File: config.mk
export PLATFORM = sky130hd
export DESIGN_NAME = operand_arb_mux
export DESIGN_NICKNAME = d
export VERILOG_FILES = /design/src/rtl/operand_arb_mux.sv
export SDC_FILE = /design/constraint.sdc
export NUM_CORES = 1
export LEC_CHECK = 0
export CORE_ASPECT_RATIO = 0.6
export CORE_MARGIN = 5
export CORE_UTILIZATION = 38
export DETAILED_ROUTE_END_ITERATION = 16
export GPL_ROUTABILITY_DRIVEN = 0
export PLACE_DENSITY = 0.86
export SLEW_MARGIN = 20
export SYNTH_ARGS = -nofsm -noshare
export SYNTH_HDL_FRONTEND = slang
export SYNTH_SLANG_ARGS = --single-unit
File: constraint.sdc
create_clock -name clk -period 2.7 [get_ports clk]
set_input_delay 0.27 -clock clk [delete_from_list [all_inputs] [get_ports clk]]
set_output_delay 0.27 -clock clk [all_outputs]
set_load 0.005 [all_outputs]
File: src/rtl/operand_arb_mux.sv
// N-channel registered selector with valid/ready on every channel and on the output.
// Selection is either direct (by sel) or round-robin among the valid channels.
module operand_arb_mux #(
  parameter int WIDTH = 16,
  parameter int NCH   = 4,
  parameter int SELW  = 2
) (
  input  logic                 clk,
  input  logic                 rst,
  input  logic                 mode,
  input  logic [SELW-1:0]      sel,
  input  logic [NCH*WIDTH-1:0] in_data,
  input  logic [NCH-1:0]       in_valid,
  output logic [NCH-1:0]       in_ready,
  output logic [WIDTH-1:0]     out_data,
  output logic [SELW-1:0]      out_ch,
  output logic                 out_valid,
  input  logic                 out_ready
);

  localparam int NSLOT = 1 << SELW;

  // Channels are padded out to every index sel can encode; slots >= NCH are
  // never valid, so an out-of-range sel simply finds nothing to grant.
  logic [NSLOT-1:0] valid_pad;
  logic [WIDTH-1:0] ch_data [NSLOT];

  generate
    for (genvar gi = 0; gi < NSLOT; gi++) begin : g_pad
      if (gi < NCH) begin : g_real
        assign valid_pad[gi] = in_valid[gi];
        assign ch_data[gi]   = in_data[gi*WIDTH +: WIDTH];
      end else begin : g_empty
        assign valid_pad[gi] = 1'b0;
        assign ch_data[gi]   = '0;
      end
    end
  endgenerate

  logic [WIDTH-1:0] out_data_reg, out_data_next;
  logic [SELW-1:0]  out_ch_reg, out_ch_next;
  logic             out_valid_reg, out_valid_next;
  logic [SELW-1:0]  ptr_reg, ptr_next;

  logic            dir_hit;
  logic            rr_hit;
  logic [SELW-1:0] rr_idx;
  logic            grant_valid;
  logic [SELW-1:0] grant;
  logic            load_en;
  logic            accept;

  assign dir_hit = (int'(sel) < NCH) && valid_pad[sel];

  // Round-robin search starts just after the last round-robin grant and ends on it.
  always_comb begin
    logic [SELW:0]   cand_wide;
    logic [SELW-1:0] cand;
    rr_hit    = 1'b0;
    rr_idx    = '0;
    cand_wide = '0;
    cand      = '0;
    for (int k = 1; k <= NCH; k++) begin
      cand_wide = {1'b0, ptr_reg} + (SELW+1)'(k);
      if (cand_wide >= (SELW+1)'(NCH)) begin
        cand_wide = cand_wide - (SELW+1)'(NCH);
      end
      cand = cand_wide[SELW-1:0];
      if (!rr_hit && valid_pad[cand]) begin
        rr_hit = 1'b1;
        rr_idx = cand;
      end
    end
  end

  assign grant_valid = mode ? rr_hit : dir_hit;
  assign grant       = mode ? rr_idx : sel;
  assign load_en     = !out_valid_reg || out_ready;
  assign accept      = load_en && grant_valid && !rst;

  generate
    for (genvar gi = 0; gi < NCH; gi++) begin : g_ready
      assign in_ready[gi] = accept && (grant == SELW'(gi));
    end
  endgenerate

  always_comb begin
    out_data_next  = out_data_reg;
    out_ch_next    = out_ch_reg;
    out_valid_next = out_valid_reg;
    ptr_next       = ptr_reg;
    if (accept) begin
      out_data_next  = ch_data[grant];
      out_ch_next    = grant;
      out_valid_next = 1'b1;
      if (mode) begin
        ptr_next = grant;
      end
    end else if (out_valid_reg && out_ready) begin
      // Drained with nothing to replace it; data and channel keep their last values.
      out_valid_next = 1'b0;
    end
  end

  always_ff @(posedge clk) begin
    if (rst) begin
      out_data_reg  <= '0;
      out_ch_reg    <= '0;
      out_valid_reg <= 1'b0;
      ptr_reg       <= SELW'(NCH - 1);
    end else begin
      out_data_reg  <= out_data_next;
      out_ch_reg    <= out_ch_next;
      out_valid_reg <= out_valid_next;
      ptr_reg       <= ptr_next;
    end
  end

  assign out_data  = out_data_reg;
  assign out_ch    = out_ch_reg;
  assign out_valid = out_valid_reg;

endmodule

==> run summary <==
Avg WL per Cell - 15.5 µm
Fin. max-slew vios - 0
Worst setup margin - 0.135 ns
Relative slew margins - 62.9%
Clock share of power - 19.5%
Post-DRT Antenna Nets - 0
Fin. Hold Viols - 0
Slowest CP cell - clkdlybuf4s50_1
Router iterations before antenna repair - 4
Longest Clk Path Bufs - 2
GRT Total Usage - 17.0%
Largest net degree at the start of global routing - 19
Width of the die - 88.0 µm
Synth async-reset ratio - 0%
Grt ovf - 0
Worst hold path type - reg2reg
Fill count - 315
Max incr delay on CP - 0.55 ns
Syn Nets - 214
Post-layout total power - 1040 µW
Cell count after synthesis - 140
Critical path class - in2out
Setup violators final - 0
Starting Density - 38.6%
Achievable frequency - 390 MHz
Worst EP arrival - 2.29 ns
DIE AREA - 0.00500 mm²
Crit. End Element - primary output
Ys flop type - dfxtp_1
Crit path top cell by count - clkdlybuf4s50_1
Synth-to-Final Area Change - 76.8%
CP cell instances - clkdlybuf4s50_1 > mux2i_1 > a211o_1 > nor2_4 > and2_1 > nor2b_1 > clkdlybuf4s50_1
Vias - 1474
Drt total wl - 4430 µm
Die Span Y - 56.8 µm
Detailed placement HPWL - 3520 µm
Worst path required time - 2.43 ns
PwrDens - 424 mW/mm²
CTS Sinks - 21
Setup bufs post-CTS - 0
Finished Layout Cells - 285
LEAKAGE - 0.00100 µW
Status - finished clean
Worst skew pair latency - 0.26 ns
Initial DRC count - 19
Worst-path fanout max - 6
VDD IR max - 273 µV
Switching share of power - 28.6%
Vias in the first global route - 1468
Pre-CTS setup slack - 0.0873 ns
Clk pin slew, worst setup/hold paths - 0.08 ns
Combinational share of power - 43.3%
Yosys cell types - 34
CTS Hold Bufs - 0
CTS Buf Count - 3
Netlist Area Pre-Place - 0.00139 mm²
Worst setup SP type - primary input
Multi-input gate area - 901 µm²
Util after Layout - 68.3%
First-pass GRT wire length - 6900 µm
CTS root buf - clkbuf_8
Reg area - 420 µm²
Seq/Total Area, Yosys - 30.3%
Placed cell count - 281
Seq pwr share - 37.2%
CTS H-tree depth - 1
RSZ-0062 raised after global routing - false
Worst-Margin Slew - 0.555 ns
ANT cells - 0
Max reg flops - 16
Setup Skew - 0.00607 ns
Register bit total from synthesis - 21
I/O pins - 97
Sw Pwr - 298 µW
Max Cap Viol - 0
Final Critical Period - 2.56 ns
PostCTS Resize Cnt - 0
Final Cycle Share - 95.0%
Post-Syn Area per Cell - 9.92 µm²
Initial antenna violation count - 0
Proportion of layout cells with a drive suffix above 1 - 11.8%
EDFF count, synth - 0
CTS tree - done
Core ar. - 0.00359 mm²
Setup TNS - 0 ns
Residual DRC - 0
DR vias/cell - 5.17
Pint - 742 µW
Fin nets - 313
Port bufs - 96
YS warnings - 0
Site Rows - 17
==> worst max-delay path, delay by kind of cell <==
kind | cells | cell delay (ns)
compound gates | 1 | 0.39
buf+inv | 2 | 1.08
mux | 1 | 0.10
simple gates | 3 | 0.45
==> per-stage QoR <==
stage	hold WS [ns]	instance area (µm²)
2_1_floorplan	0.339	1390
3_3_place_gp	0.479	2400
3_5_place_dp	0.481	2400
4_1_cts	0.493	2440
5_1_grt	0.542	2450
6_report	0.493	2450
==> power groups by stage <==
stage / sequential (µW) / clock, µW / combinational, µW
final: 387 / 202 / 451
after global routing: 393 / 225 / 489
after global placement: 391 / 0 / 447
after floorplan: 394 / 0 / 205
after CTS: 386 / 210 / 454
after detailed placement: 392 / 0 / 451
==> path summary, 6_finish.rpt <==
check	from	to	slack (ns)	depth (start not counted)
setup / recovery	in_valid[0]	in_ready[1]	0.14	7
hold reg to reg	out_ch[0]	out_ch[0]	0.49	2
setup reg to reg	ptr_reg[1]	out_data[6]	0.58	6
hold / removal	out_ch[0]	out_ch[0]	0.49	2
==> synth_stat cells (3+ instances only) <==
| cell type | n | area [µm²] |
|---|---|---|
| a21oi_1 | 17 | 85.1 |
| buf_6 | 6 | 67.6 |
| a221oi_1 | 7 | 61.3 |
| mux2i_1 | 33 | 330 |
| nand2b_1 | 3 | 18.8 |
| nor2_1 | 6 | 22.5 |
| a221oi_2 | 8 | 120 |
| dfxtp_1 | 21 | 420 |
| nor2b_1 | 5 | 31.3 |
| nand2_1 | 3 | 11.3 |
==> final cells by class <==
class	instances	area share, %
well taps	47	2.40
repair buffers	104	41.6
clock buffers	3	1.68
clock inverters	1	0.204
inverters	2	0.306
multi-input cells	107	36.7
flip-flops and latches	21	17.1
==> layout by cell type, fill, tap and decap left out, drive strengths merged <==
master | Yosys | final
nor3 | 2 | 2
mux2i | 33 | 33
a221o | 1 | 1
nand2b | 3 | 3
or3b | 1 | 1
a211o | 1 | 1
a221oi | 15 | 15
clkbuf | 2 | 3
mux2 | 2 | 2
nor2b | 5 | 5
and2b | 1 | 1
dfxtp | 21 | 21
a22o | 1 | 1
o21a | 1 | 1
nand2 | 3 | 3
o21ai | 3 | 3
clkinv | 0 | 1
a31oi | 2 | 2
nor2 | 7 | 7
and3 | 1 | 1
inv | 2 | 2
nor3b | 1 | 1
clkdlybuf4s50 | 0 | 96
nor4 | 1 | 1
o22ai | 2 | 2
a21oi | 17 | 17
o221ai | 1 | 1
buf | 8 | 8
o211ai | 1 | 1
and2 | 2 | 2
==> routing by layer <==
layer  routed length, µm  vias up  share of wire, %  track usage, %
li1                    -      739                 -               -
met1                1920      683                43            22.7
met2                1960       50                44            27.0
met3                 548        2                12            6.74
met4                   4        0             0.090            1.29
met5                   0        -                 0               0
==> cell families after synthesis <==
group | synth area share, %
AOI/OAI and AO/OA | 25.9
buffers and inverters | 6.67
DFF | 30.3
muxes | 25.7
and+or+nand+nor | 11.5
No activity file was read; power rests on OpenSTA's default activity.
